--- config.mk ---
export PLATFORM = sky130hd
export DESIGN_NAME = rt_ibex_window_ctrl_flat
export DESIGN_NICKNAME = d
export VERILOG_FILES = /design/src/rtl/rt_ibex_window_ctrl_pkg.sv /design/src/rtl/rt_ibex_window_ctrl_if.sv /design/src/rtl/rt_ibex_window_ctrl.sv /design/src/flat_wrapper.sv
export SDC_FILE = /design/constraint.sdc
export NUM_CORES = 1
export LEC_CHECK = 0
export ABC_AREA = 1
export BUFFER_PORTS_ARGS = -buffer_cell sky130_fd_sc_hd__clkbuf_2
export CORE_AREA = 3 3 121 123
export CTS_CLUSTER_DIAMETER = 40
export DETAILED_ROUTE_END_ITERATION = 10
export DIE_AREA = 0 0 124 126
export GPL_TIMING_DRIVEN = 0
export PLACE_DENSITY_LB_ADDON = 0.12
export SLEW_MARGIN = 0
export SYNTH_ARGS = -nofsm -noshare
export SYNTH_HDL_FRONTEND = slang
export SYNTH_SLANG_ARGS = --single-unit
--- constraint.sdc ---
create_clock -name clk_i -period 3.5 [get_ports clk_i]
set_input_delay 0.7 -clock clk_i [delete_from_list [all_inputs] [get_ports clk_i]]
set_output_delay 0.7 -clock clk_i [all_outputs]
set_load 0.005 [all_outputs]
--- src/rtl/rt_ibex_window_ctrl_pkg.sv ---
// Shared types and helpers for the rt-ibex register-window sequencer.
// The EABI index map is also used by the window file's register decoder.
package rt_ibex_window_pkg;

  localparam int unsigned FrameWords = 9;
  localparam int unsigned EabiRegs   = 7;

  typedef enum logic [2:0] {
    IDLE       = 3'd0,
    SPILL_REQ  = 3'd1,
    SPILL_WAIT = 3'd2,
    FILL_REQ   = 3'd3,
    FILL_WAIT  = 3'd4,
    DONE       = 3'd5
  } win_state_e;

  // What the DONE cycle has to finish off.
  typedef enum logic [2:0] {
    OP_ENTRY_INC   = 3'd0,
    OP_ENTRY_SPILL = 3'd1,
    OP_ENTRY_OVF   = 3'd2,
    OP_EXIT_DEC    = 3'd3,
    OP_EXIT_FILL   = 3'd4,
    OP_EXIT_UNF    = 3'd5
  } win_op_e;

  // Frame word index -> architectural register index (x1, x5, x10..x13, x15).
  function automatic logic [4:0] eabi_reg_idx(input logic [3:0] k);
    logic [4:0] idx;
    case (k)
      4'd0:    idx = 5'd1;
      4'd1:    idx = 5'd5;
      4'd2:    idx = 5'd10;
      4'd3:    idx = 5'd11;
      4'd4:    idx = 5'd12;
      4'd5:    idx = 5'd13;
      4'd6:    idx = 5'd15;
      default: idx = 5'd0;
    endcase
    return idx;
  endfunction

endpackage

--- src/rtl/rt_ibex_window_ctrl_if.sv ---
// Single-outstanding data-bus link between the window sequencer and the
// LSU-side arbiter. The sequencer is the master.
interface rt_ibex_window_ctrl_if;
  logic        data_req;
  logic        data_gnt;
  logic        data_rvalid;
  logic        data_we;
  logic [31:0] data_addr;
  logic [31:0] data_wdata;
  logic [31:0] data_rdata;

  modport master (
    output data_req, data_we, data_addr, data_wdata,
    input  data_gnt, data_rvalid, data_rdata
  );

  modport slave (
    input  data_req, data_we, data_addr, data_wdata,
    output data_gnt, data_rvalid, data_rdata
  );
endinterface

--- src/rtl/rt_ibex_window_ctrl.sv ---
// Register-window sequencer: turns interrupt entry / mret into window pointer
// moves, and spills/refills the top window to a memory stack when the
// hardware windows are exhausted.
module rt_ibex_window_ctrl
  import rt_ibex_window_pkg::*;
#(
  parameter int unsigned NumRegisterWindows = 4,
  parameter int unsigned WindowSize         = 7,
  parameter logic [31:0] SpillBase          = 32'h0000_F000,
  parameter int unsigned MaxSpillDepth      = 8
) (
  input  logic        clk_i,
  input  logic        rst_i,
  input  logic        entry_req_i,
  output logic        entry_ack_o,
  input  logic        exit_req_i,
  output logic        exit_ack_o,
  output logic        increment_ptr_o,
  output logic        decrement_ptr_o,
  output logic        save_csr_o,
  output logic [4:0]  spill_raddr_o,
  input  logic [31:0] spill_rdata_i,
  input  logic [31:0] mcause_i,
  input  logic [31:0] mepc_i,
  output logic        fill_we_o,
  output logic [4:0]  fill_waddr_o,
  output logic [31:0] fill_wdata_o,
  output logic        fill_csr_we_o,
  output logic [31:0] fill_mcause_o,
  output logic [31:0] fill_mepc_o,
  rt_ibex_window_ctrl_if.master bus,
  output logic        busy_o,
  output logic        overflow_err_o
);

  localparam int unsigned HwW = (NumRegisterWindows > 1) ? $clog2(NumRegisterWindows) : 1;
  localparam int unsigned SpW = $clog2(MaxSpillDepth + 1);

  localparam logic [HwW-1:0] HwMax   = HwW'(NumRegisterWindows - 1);
  localparam logic [HwW-1:0] HwOne   = HwW'(32'd1);
  localparam logic [SpW-1:0] SpMax   = SpW'(MaxSpillDepth);
  localparam logic [SpW-1:0] SpOne   = SpW'(32'd1);
  localparam logic [3:0]     KRegs   = 4'(WindowSize);
  localparam logic [3:0]     KMcause = 4'(WindowSize);
  localparam logic [3:0]     KMepc   = 4'(FrameWords - 1);

  win_state_e     state_r, state_next_s;
  win_op_e        op_r, op_next_s;
  logic [3:0]     k_r, k_next_s;
  logic [HwW-1:0] hw_depth_r;
  logic [SpW-1:0] spill_depth_r;
  logic [31:0]    mcause_r;
  logic           ovf_set_s;
  logic           overflow_r;
  logic           entry_ack_r, exit_ack_r, inc_r, dec_r, save_r, busy_r;

  logic [SpW-1:0] slot_s;
  logic [31:0]    frame_addr_s;
  logic           req_s, we_s;
  logic [31:0]    addr_s, wdata_s;
  logic [4:0]     raddr_s;
  logic           fill_we_s, fill_csr_we_s;
  logic [4:0]     fill_waddr_s;
  logic [31:0]    fill_wdata_s, fill_mcause_s, fill_mepc_s;

  // Next-state decision: request arbitration in IDLE and bus-word sequencing.
  always_comb begin
    state_next_s = state_r;
    op_next_s    = op_r;
    k_next_s     = k_r;
    ovf_set_s    = 1'b0;
    case (state_r)
      IDLE: begin
        if (entry_req_i) begin
          if (hw_depth_r < HwMax) begin
            op_next_s    = OP_ENTRY_INC;
            state_next_s = DONE;
          end else if (spill_depth_r < SpMax) begin
            op_next_s    = OP_ENTRY_SPILL;
            state_next_s = SPILL_REQ;
            k_next_s     = 4'd0;
          end else begin
            op_next_s    = OP_ENTRY_OVF;
            state_next_s = DONE;
            ovf_set_s    = 1'b1;
          end
        end else if (exit_req_i) begin
          if (spill_depth_r != {SpW{1'b0}}) begin
            op_next_s    = OP_EXIT_FILL;
            state_next_s = FILL_REQ;
            k_next_s     = 4'd0;
          end else if (hw_depth_r != {HwW{1'b0}}) begin
            op_next_s    = OP_EXIT_DEC;
            state_next_s = DONE;
          end else begin
            op_next_s    = OP_EXIT_UNF;
            state_next_s = DONE;
            ovf_set_s    = 1'b1;
          end
        end else begin
          state_next_s = IDLE;
        end
      end
      SPILL_REQ: begin
        if (bus.data_gnt) state_next_s = SPILL_WAIT;
        else              state_next_s = SPILL_REQ;
      end
      SPILL_WAIT: begin
        if (bus.data_rvalid) begin
          if (k_r == KMepc) begin
            state_next_s = DONE;
          end else begin
            k_next_s     = k_r + 4'd1;
            state_next_s = SPILL_REQ;
          end
        end else begin
          state_next_s = SPILL_WAIT;
        end
      end
      FILL_REQ: begin
        if (bus.data_gnt) state_next_s = FILL_WAIT;
        else              state_next_s = FILL_REQ;
      end
      FILL_WAIT: begin
        if (bus.data_rvalid) begin
          if (k_r == KMepc) begin
            state_next_s = DONE;
          end else begin
            k_next_s     = k_r + 4'd1;
            state_next_s = FILL_REQ;
          end
        end else begin
          state_next_s = FILL_WAIT;
        end
      end
      DONE:    state_next_s = IDLE;
      default: state_next_s = IDLE;
    endcase
  end

  // FSM state, pending operation and frame word index.
  always_ff @(posedge clk_i or posedge rst_i) begin
    if (rst_i) begin
      state_r <= IDLE;
      op_r    <= OP_ENTRY_INC;
      k_r     <= 4'd0;
    end else begin
      state_r <= state_next_s;
      op_r    <= op_next_s;
      k_r     <= k_next_s;
    end
  end

  // Depth counters move in the DONE cycle, once the operation is complete.
  always_ff @(posedge clk_i or posedge rst_i) begin
    if (rst_i) begin
      hw_depth_r    <= {HwW{1'b0}};
      spill_depth_r <= {SpW{1'b0}};
    end else if (state_r == DONE) begin
      case (op_r)
        OP_ENTRY_INC:   hw_depth_r    <= hw_depth_r + HwOne;
        OP_EXIT_DEC:    hw_depth_r    <= hw_depth_r - HwOne;
        OP_ENTRY_SPILL: spill_depth_r <= spill_depth_r + SpOne;
        OP_EXIT_FILL:   spill_depth_r <= spill_depth_r - SpOne;
        default: begin
          hw_depth_r    <= hw_depth_r;
          spill_depth_r <= spill_depth_r;
        end
      endcase
    end
  end

  // Hold the refilled mcause word until mepc arrives so both CSRs load together.
  always_ff @(posedge clk_i or posedge rst_i) begin
    if (rst_i) begin
      mcause_r <= 32'd0;
    end else if (state_r == FILL_WAIT && bus.data_rvalid && k_r == KMcause) begin
      mcause_r <= bus.data_rdata;
    end
  end

  // Acks and window strobes are registered one-cycle pulses aligned with DONE.
  always_ff @(posedge clk_i or posedge rst_i) begin
    if (rst_i) begin
      entry_ack_r <= 1'b0;
      exit_ack_r  <= 1'b0;
      inc_r       <= 1'b0;
      dec_r       <= 1'b0;
      save_r      <= 1'b0;
      busy_r      <= 1'b0;
      overflow_r  <= 1'b0;
    end else begin
      entry_ack_r <= (state_next_s == DONE) &&
                     (op_next_s inside {OP_ENTRY_INC, OP_ENTRY_SPILL, OP_ENTRY_OVF});
      save_r      <= (state_next_s == DONE) &&
                     (op_next_s inside {OP_ENTRY_INC, OP_ENTRY_SPILL, OP_ENTRY_OVF});
      exit_ack_r  <= (state_next_s == DONE) &&
                     (op_next_s inside {OP_EXIT_DEC, OP_EXIT_FILL, OP_EXIT_UNF});
      inc_r       <= (state_next_s == DONE) && (op_next_s == OP_ENTRY_INC);
      dec_r       <= (state_next_s == DONE) && (op_next_s == OP_EXIT_DEC);
      busy_r      <= (state_next_s != IDLE);
      overflow_r  <= overflow_r | ovf_set_s;
    end
  end

  // Frame address: the spill slot is the current depth, a fill reads the one below.
  always_comb begin
    if (state_r == FILL_REQ || state_r == FILL_WAIT) begin
      slot_s = spill_depth_r - SpOne;
    end else begin
      slot_s = spill_depth_r;
    end
    frame_addr_s = SpillBase + (32'(slot_s) * 32'd36) + (32'(k_r) * 32'd4);
  end

  // Bus request and refill port drive, decoded from the current state and word.
  always_comb begin
    req_s         = 1'b0;
    we_s          = 1'b0;
    addr_s        = 32'd0;
    wdata_s       = 32'd0;
    raddr_s       = 5'd0;
    fill_we_s     = 1'b0;
    fill_waddr_s  = 5'd0;
    fill_wdata_s  = 32'd0;
    fill_csr_we_s = 1'b0;
    fill_mcause_s = 32'd0;
    fill_mepc_s   = 32'd0;
    case (state_r)
      SPILL_REQ: begin
        req_s   = 1'b1;
        we_s    = 1'b1;
        addr_s  = frame_addr_s;
        raddr_s = eabi_reg_idx(k_r);
        if (k_r < KRegs)          wdata_s = spill_rdata_i;
        else if (k_r == KMcause)  wdata_s = mcause_i;
        else                      wdata_s = mepc_i;
      end
      FILL_REQ: begin
        req_s  = 1'b1;
        addr_s = frame_addr_s;
      end
      FILL_WAIT: begin
        if (bus.data_rvalid) begin
          if (k_r < KRegs) begin
            fill_we_s    = 1'b1;
            fill_waddr_s = eabi_reg_idx(k_r);
            fill_wdata_s = bus.data_rdata;
          end else if (k_r == KMepc) begin
            fill_csr_we_s = 1'b1;
            fill_mcause_s = mcause_r;
            fill_mepc_s   = bus.data_rdata;
          end else begin
            fill_we_s = 1'b0;
          end
        end else begin
          fill_we_s = 1'b0;
        end
      end
      default: begin
        req_s = 1'b0;
      end
    endcase
  end

  assign bus.data_req    = req_s;
  assign bus.data_we     = we_s;
  assign bus.data_addr   = addr_s;
  assign bus.data_wdata  = wdata_s;
  assign spill_raddr_o   = raddr_s;
  assign fill_we_o       = fill_we_s;
  assign fill_waddr_o    = fill_waddr_s;
  assign fill_wdata_o    = fill_wdata_s;
  assign fill_csr_we_o   = fill_csr_we_s;
  assign fill_mcause_o   = fill_mcause_s;
  assign fill_mepc_o     = fill_mepc_s;
  assign entry_ack_o     = entry_ack_r;
  assign exit_ack_o      = exit_ack_r;
  assign increment_ptr_o = inc_r;
  assign decrement_ptr_o = dec_r;
  assign save_csr_o      = save_r;
  assign busy_o          = busy_r;
  assign overflow_err_o  = overflow_r;

endmodule

--- src/flat_wrapper.sv ---
// flat-port wrapper written by rule: the top's interface ports become plain ports
module rt_ibex_window_ctrl_flat import rt_ibex_window_pkg::*;
#(
  parameter int unsigned NumRegisterWindows = 4,
  parameter int unsigned WindowSize         = 7,
  parameter logic [31:0] SpillBase          = 32'h0000_F000,
  parameter int unsigned MaxSpillDepth      = 8
)
  (clk_i, rst_i, entry_req_i, entry_ack_o, exit_req_i, exit_ack_o, increment_ptr_o, decrement_ptr_o, save_csr_o, spill_raddr_o, spill_rdata_i, mcause_i, mepc_i, fill_we_o, fill_waddr_o, fill_wdata_o, fill_csr_we_o, fill_mcause_o, fill_mepc_o, busy_o, overflow_err_o, bus_data_req, bus_data_we, bus_data_addr, bus_data_wdata, bus_data_gnt, bus_data_rvalid, bus_data_rdata);
  rt_ibex_window_ctrl_if bus_i ();
  input  logic clk_i;
  input  logic rst_i;
  input  logic entry_req_i;
  output logic entry_ack_o;
  input  logic exit_req_i;
  output logic exit_ack_o;
  output logic increment_ptr_o;
  output logic decrement_ptr_o;
  output logic save_csr_o;
  output logic [4:0] spill_raddr_o;
  input  logic [31:0] spill_rdata_i;
  input  logic [31:0] mcause_i;
  input  logic [31:0] mepc_i;
  output logic fill_we_o;
  output logic [4:0] fill_waddr_o;
  output logic [31:0] fill_wdata_o;
  output logic fill_csr_we_o;
  output logic [31:0] fill_mcause_o;
  output logic [31:0] fill_mepc_o;
  output logic busy_o;
  output logic overflow_err_o;
  output wire logic [$bits(bus_i.data_req)-1:0] bus_data_req;
  output wire logic [$bits(bus_i.data_we)-1:0] bus_data_we;
  output wire logic [$bits(bus_i.data_addr)-1:0] bus_data_addr;
  output wire logic [$bits(bus_i.data_wdata)-1:0] bus_data_wdata;
  input wire logic [$bits(bus_i.data_gnt)-1:0] bus_data_gnt;
  input wire logic [$bits(bus_i.data_rvalid)-1:0] bus_data_rvalid;
  input wire logic [$bits(bus_i.data_rdata)-1:0] bus_data_rdata;
  assign bus_data_req = bus_i.data_req;
  assign bus_data_we = bus_i.data_we;
  assign bus_data_addr = bus_i.data_addr;
  assign bus_data_wdata = bus_i.data_wdata;
  assign bus_i.data_gnt = bus_data_gnt;
  assign bus_i.data_rvalid = bus_data_rvalid;
  assign bus_i.data_rdata = bus_data_rdata;
  rt_ibex_window_ctrl #(.NumRegisterWindows(NumRegisterWindows), .WindowSize(WindowSize), .SpillBase(SpillBase), .MaxSpillDepth(MaxSpillDepth)) u_core (.clk_i(clk_i), .rst_i(rst_i), .entry_req_i(entry_req_i), .entry_ack_o(entry_ack_o), .exit_req_i(exit_req_i), .exit_ack_o(exit_ack_o), .increment_ptr_o(increment_ptr_o), .decrement_ptr_o(decrement_ptr_o), .save_csr_o(save_csr_o), .spill_raddr_o(spill_raddr_o), .spill_rdata_i(spill_rdata_i), .mcause_i(mcause_i), .mepc_i(mepc_i), .fill_we_o(fill_we_o), .fill_waddr_o(fill_waddr_o), .fill_wdata_o(fill_wdata_o), .fill_csr_we_o(fill_csr_we_o), .fill_mcause_o(fill_mcause_o), .fill_mepc_o(fill_mepc_o), .bus(bus_i), .busy_o(busy_o), .overflow_err_o(overflow_err_o));
endmodule
Word level (Yosys, flattened, before mapping)
Cells that the tools add are included.

storage, ports and cells
  register bits after elaboration = 54
  bits of input ports = 134
  output and inout bits = 181
  logic and storage cells = 142

operators by class
  add/sub/neg operators = 7
  $mul = 1
  order comparisons = 3
  equality and inequality tests = 28
  multiplexer cells = 66
  bitwise logic cells = 1
  reduce and logical (&&, ||, !) cells = 24

operator list
  operator                                                             count
  32-bit two-way mux                                                   15
  3-bit two-way mux                                                    16
  4-bit two-way mux                                                    9
  32-bit by 6-bit adder with 32-bit output                             1
  4-bit case mux with 7 select lines                                   1
  3-bit == test (second input constant)                                6
  16-bit by 10-bit adder with 17-bit output (first input constant)     1
  4-bit by 3-bit == test with 1-bit output (second input constant)     4
  1-bit two-way mux                                                    16
  4-bit case mux with 2 select lines                                   2
  3-bit by 2-bit == test with 1-bit output (second input constant)     5
  5-bit two-way mux                                                    3
  3-bit case mux with 5 select lines                                   1
  3-bit by 1-bit == test with 1-bit output (second input constant)     3
  3-bit logical NOT                                                    3
  3-bit nonzero test                                                   3
  4-bit by 1-bit adder with 4-bit output (second input constant)       2
  4-bit by 2-bit == test with 1-bit output (second input constant)     2
  4-bit by 4-bit multiplier with 8-bit output (second input constant)  1
  2-bit nonzero test                                                   4
  7-bit AND reduction                                                  1
  1-bit logical AND                                                    6
  3-bit by 2-bit != test with 1-bit output (second input constant)     2
  3-bit != test (second input constant)                                2
  18 further kinds                                                     21

Longest topological paths before layout
  depth in word-level cells = 9
  mapped depth = 17
  mapped depth without buffers = 17

Worst setup path before layout
Ideal clock, no wire load.

  path type = reg2out
  start = reg u_core.state_r[1]
  end = out bus_data_addr[9]
  data arrival time = 2.330 ns
  data required time = 2.800 ns
  setup slack = 0.470 ns
  stages on the path, launching flop included = 15
  buffers on the path = 0
  cell sequence = dfrtp_1 nor2_2 nand2_1 nand2_2 xor2_1 ha_1 ha_1 nand2_1 nor3_1 nor2_1 nor2_1 nand3_1 nand2_1 nand2_1 nor2_1

on the way
  word-level cells in the longest chain between the ends = 7
  elaborated cells on any way between the ends = 10
  those cells by class = add/sub (2); mul (1); eq/ne (3); mux (2); reduce/logical (2)

ends and longest elaborated chain
  element                                                                    RTL line                                                text
  start, declared                                                            rt_ibex_window_ctrl.sv:47                               win_state_e state_r, state_next_s;
  start signal, assigned                                                     rt_ibex_window_ctrl.sv:148                              state_r <= state_next_s;
  3-bit by 2-bit == test with 1-bit output or 3-bit == test (tied branches)  rt_ibex_window_ctrl.sv:208, rt_ibex_window_ctrl.sv:229
  1-bit logical OR                                                           rt_ibex_window_ctrl.sv:208                              if (state_r == FILL_REQ || state_r == FILL_WAIT) begin
  4-bit two-way mux                                                          rt_ibex_window_ctrl.sv:208
  4-bit by 4-bit multiplier with 8-bit output                                rt_ibex_window_ctrl.sv:213                              frame_addr_s = SpillBase + (32'(slot_s) * 32'd36) + (32'(k_r) * 32'd4);
  16-bit by 10-bit adder with 17-bit output                                  rt_ibex_window_ctrl.sv:213
  32-bit by 6-bit adder with 32-bit output                                   rt_ibex_window_ctrl.sv:213
  32-bit two-way mux *                                                       rt_ibex_window_ctrl.sv:229                              case (state_r)
  end, declared                                                              flat_wrapper.sv:34                                      output wire logic [$bits(bus_i.data_addr)-1:0] bus_data_addr;

Every way passes the cells marked *; elsewhere a longest branch is shown, timed or not.

Final worst setup path
  start = reg u_core.state_r[2]
  end = out bus_data_addr[9]

Same word-level chain as after synthesis.

==> flow_summary.ini <==
[status]
status = finished clean

[critical_path]
crit_slowest_cell = dfrtp_2
crit_buf_inv = 3
path_cells = buf_4, nand2_4, nand2_4, xor2_2, ha_1, ha_4, nand2_4, inv_2, nand2_2, nand2_2, nor2_1, nor2_1, nand3_1, nand2_1, nand2_1, nor2_1, buf_2
cp_max_fo = 5
slowest_delay_ns = 0.44
critPathKind = flop to output port
ff2ff_setup_slack_ns = 1.70
crit_required_ns = 2.80
endpoint_kind = output port
path_delay_family = simple AND/OR/NAND/NOR gates
cp.arrival_ns = 2.74
cp-start-kind = flop

[run]
cap_violations = 0

[sta]
finalClockSkew_ns = 0.009262
fmax_mhz = 291.0
tightest_slew_ns = 0.5430
post-route-period-util = 0.9818
tns_ns = 0
fin_crit_ns = 3.436
rsz0062_at_grt = true
hold_violations = 0
maxSlewViolCount = 0
relSlewSlack = 0.6380
finalSetupViolCount = 0
whs_ns = 0.4286

[clock_network]
clockBufferDepth = 2
root_buffer = clkbuf_16
clkTransAtPathRegs_ns = 0.07
clk-insertion-delay-late_ns = 0.29
cts_sinks = 54
cts_tree = done
cts_hold_buf = 0
cts_buffers = 5
h-tree-depth = 2

[global_route]
grt_pass1_wl_microns = 25120
grt_pass1_vias = 5129
grt_max_degree = 33
grt_overflow = 0
grtUsageTotal = 0.2006
antenna_found_initial = 1

[logic_synthesis]
ys_async_sr_fraction = 1.000
ys_ff_latch = 54
syn-cell-area_sq_um = 4519
synth_flop_cell = dfrtp_1
yosysWarnings = 0
synth_top_area_cell = dfrtp_1
netlist_top_cells_area = dfrtp_1, nand2_1, nor2_1, inv_1, nand3_1
synth_most_common_cell = nand2_1
ys_seq_area_frac = 0.2990
synth.distinct_cells = 34
synth_enable_flop_cells = 0
synthTopCellsByCount = nand2_1, nor2_1, inv_1, nand3_1, dfrtp_1
synth_area_per_cell_sq_um = 6.199
yosysTopAreaCellShare = 0.2990
synth_cells = 729

[detailed_routing]
routed_wl_microns = 16840
drt_first_iter_violations = 190
drtPass1Iterations = 4
vias = 5593
drc_errors = 0
viasPerCell = 4.507
ant_nets = 0
wl_per_cell_microns = 13.57

[placement]
place.gp.congestion = 0.8357
port_buffers = 293
dp_hpwl_microns = 14030
dp_cells = 1223

[layout]
drive_above_1_share = 0.3679
utilization = 0.4831
syn_to_final_growth_pct = 47.23
nNetsFinal = 1208
layoutNonFillerInstCount = 1241

[floorplanning]
io_pins = 315
die_area_sq_um = 15620
initial_core_util = 0.3281
die_h_microns = 126
core_area_sq_um = 13770
die_w_microns = 124
rows = 43

[power_and_ir_drop]
vdd_drop_max_v = 0.0002069
p_per_area_nw_per_um2 = 516.2
leakagePower_uw = 0.004092

[hold_path]
worst_hold_path_type = primary input to async pin
flip-flops by register name, summed over array words and instances (netlist names):
register / count
u_core.busy_o: 1
u_core.decrement_ptr_o: 1
u_core.entry_ack_o: 1
u_core.exit_ack_o: 1
u_core.hw_depth_r: 2
u_core.increment_ptr_o: 1
u_core.k_r: 4
u_core.mcause_r: 32
u_core.op_r: 3
u_core.overflow_err_o: 1
u_core.spill_depth_r: 4
u_core.state_r: 3
final timing paths:
kind / start / end / cells past startpoint
worst max register to register: u_core.k_r[1] / u_core.entry_ack_o / 10
worst min-delay path: rst_i / u_core.overflow_err_o / 2
min in group clk_i: u_core.overflow_err_o / u_core.overflow_err_o / 1
worst max-delay path: u_core.state_r[2] / bus_data_addr[9] / 17
max in group asynchronous: rst_i / u_core.mcause_r[13] / 3
worst min register to register: u_core.overflow_err_o / u_core.overflow_err_o / 1
where the power goes:
part | internal (uW) | total (uW) | switching, uW | leakage (uW)
registers | 739 | 846 | 107 | 0.000561
clock network | 338 | 562 | 224 | 0.0000771
logic | 827 | 2030 | 1200 | 0.00345
stage by stage:
step           worst slack [ns]  power [uW]  cell area, sq um
4_1_cts                 0.01493        3302              6535
5_1_grt                 -0.1128        3746              6654
2_1_floorplan            0.4703        1979              4594
6_report                0.06378        3435              6654
3_5_place_dp            0.03278        2649              6306
3_3_place_gp          -0.002290        2643              6286
what timing repair did:
item,in CTS,in global routing
endpoints found under the setup margin,4,37
setup buffers,2,7
pin swaps,1,13
resized for setup,11,17
layer usage:
| layer | part of all wire | up-vias | routed length, microns | track usage |
|---|---|---|---|---|
| met5 | 0 | - | 0 | 0 |
| met4 | 0.015 | 0 | 249 | 0.04897 |
| met3 | 0.082 | 17 | 1385 | 0.04311 |
| met2 | 0.50 | 220 | 8495 | 0.3668 |
| met1 | 0.40 | 2471 | 6714 | 0.2357 |
| li1 | - | 2885 | - | - |
kinds of logic (layout without fill, tap and decap cells):
kind of cell | Yosys count | in the layout | share of synthesized area
AND/OR/NAND/NOR | 379 | 379 | 0.3475
buffers and inverters | 175 | 486 | 0.1722
AO/OA/AOI/OAI | 97 | 97 | 0.1218
flip-flops | 54 | 54 | 0.2990
adder cells (fa/ha/maj) | 15 | 15 | 0.04319
XOR/XNOR | 8 | 8 | 0.01550
other | 1 | 22 | 0.0008298
layout make-up:
type,instances,area (sq um)
diodes,1,2.502
plain buffers,59,342.8
clock buffers,6,128.9
clock inverters,2,37.54
fillers,1502,7119
inverters,116,435.4
multi-input cells,520,2571
flip-flops and latches,54,1356
well taps,180,225.2
repair buffers,303,1554
cells in the final DEF (no fill, tap or decap), types with 6 or more instances in the layout:
cell and count:
clkbuf_1 15, inv_1 109, buf_4 36, buf_2 16
dfrtp_1 50, nand2_1 160, a31oi_1 32, nand3_1 58
clkbuf_2 293, nor2_1 129, o21ai_0 50, inv_2 7
a21oi_1 6, conb_1 21, ha_1 11
(Power assumes the default switching activity.)
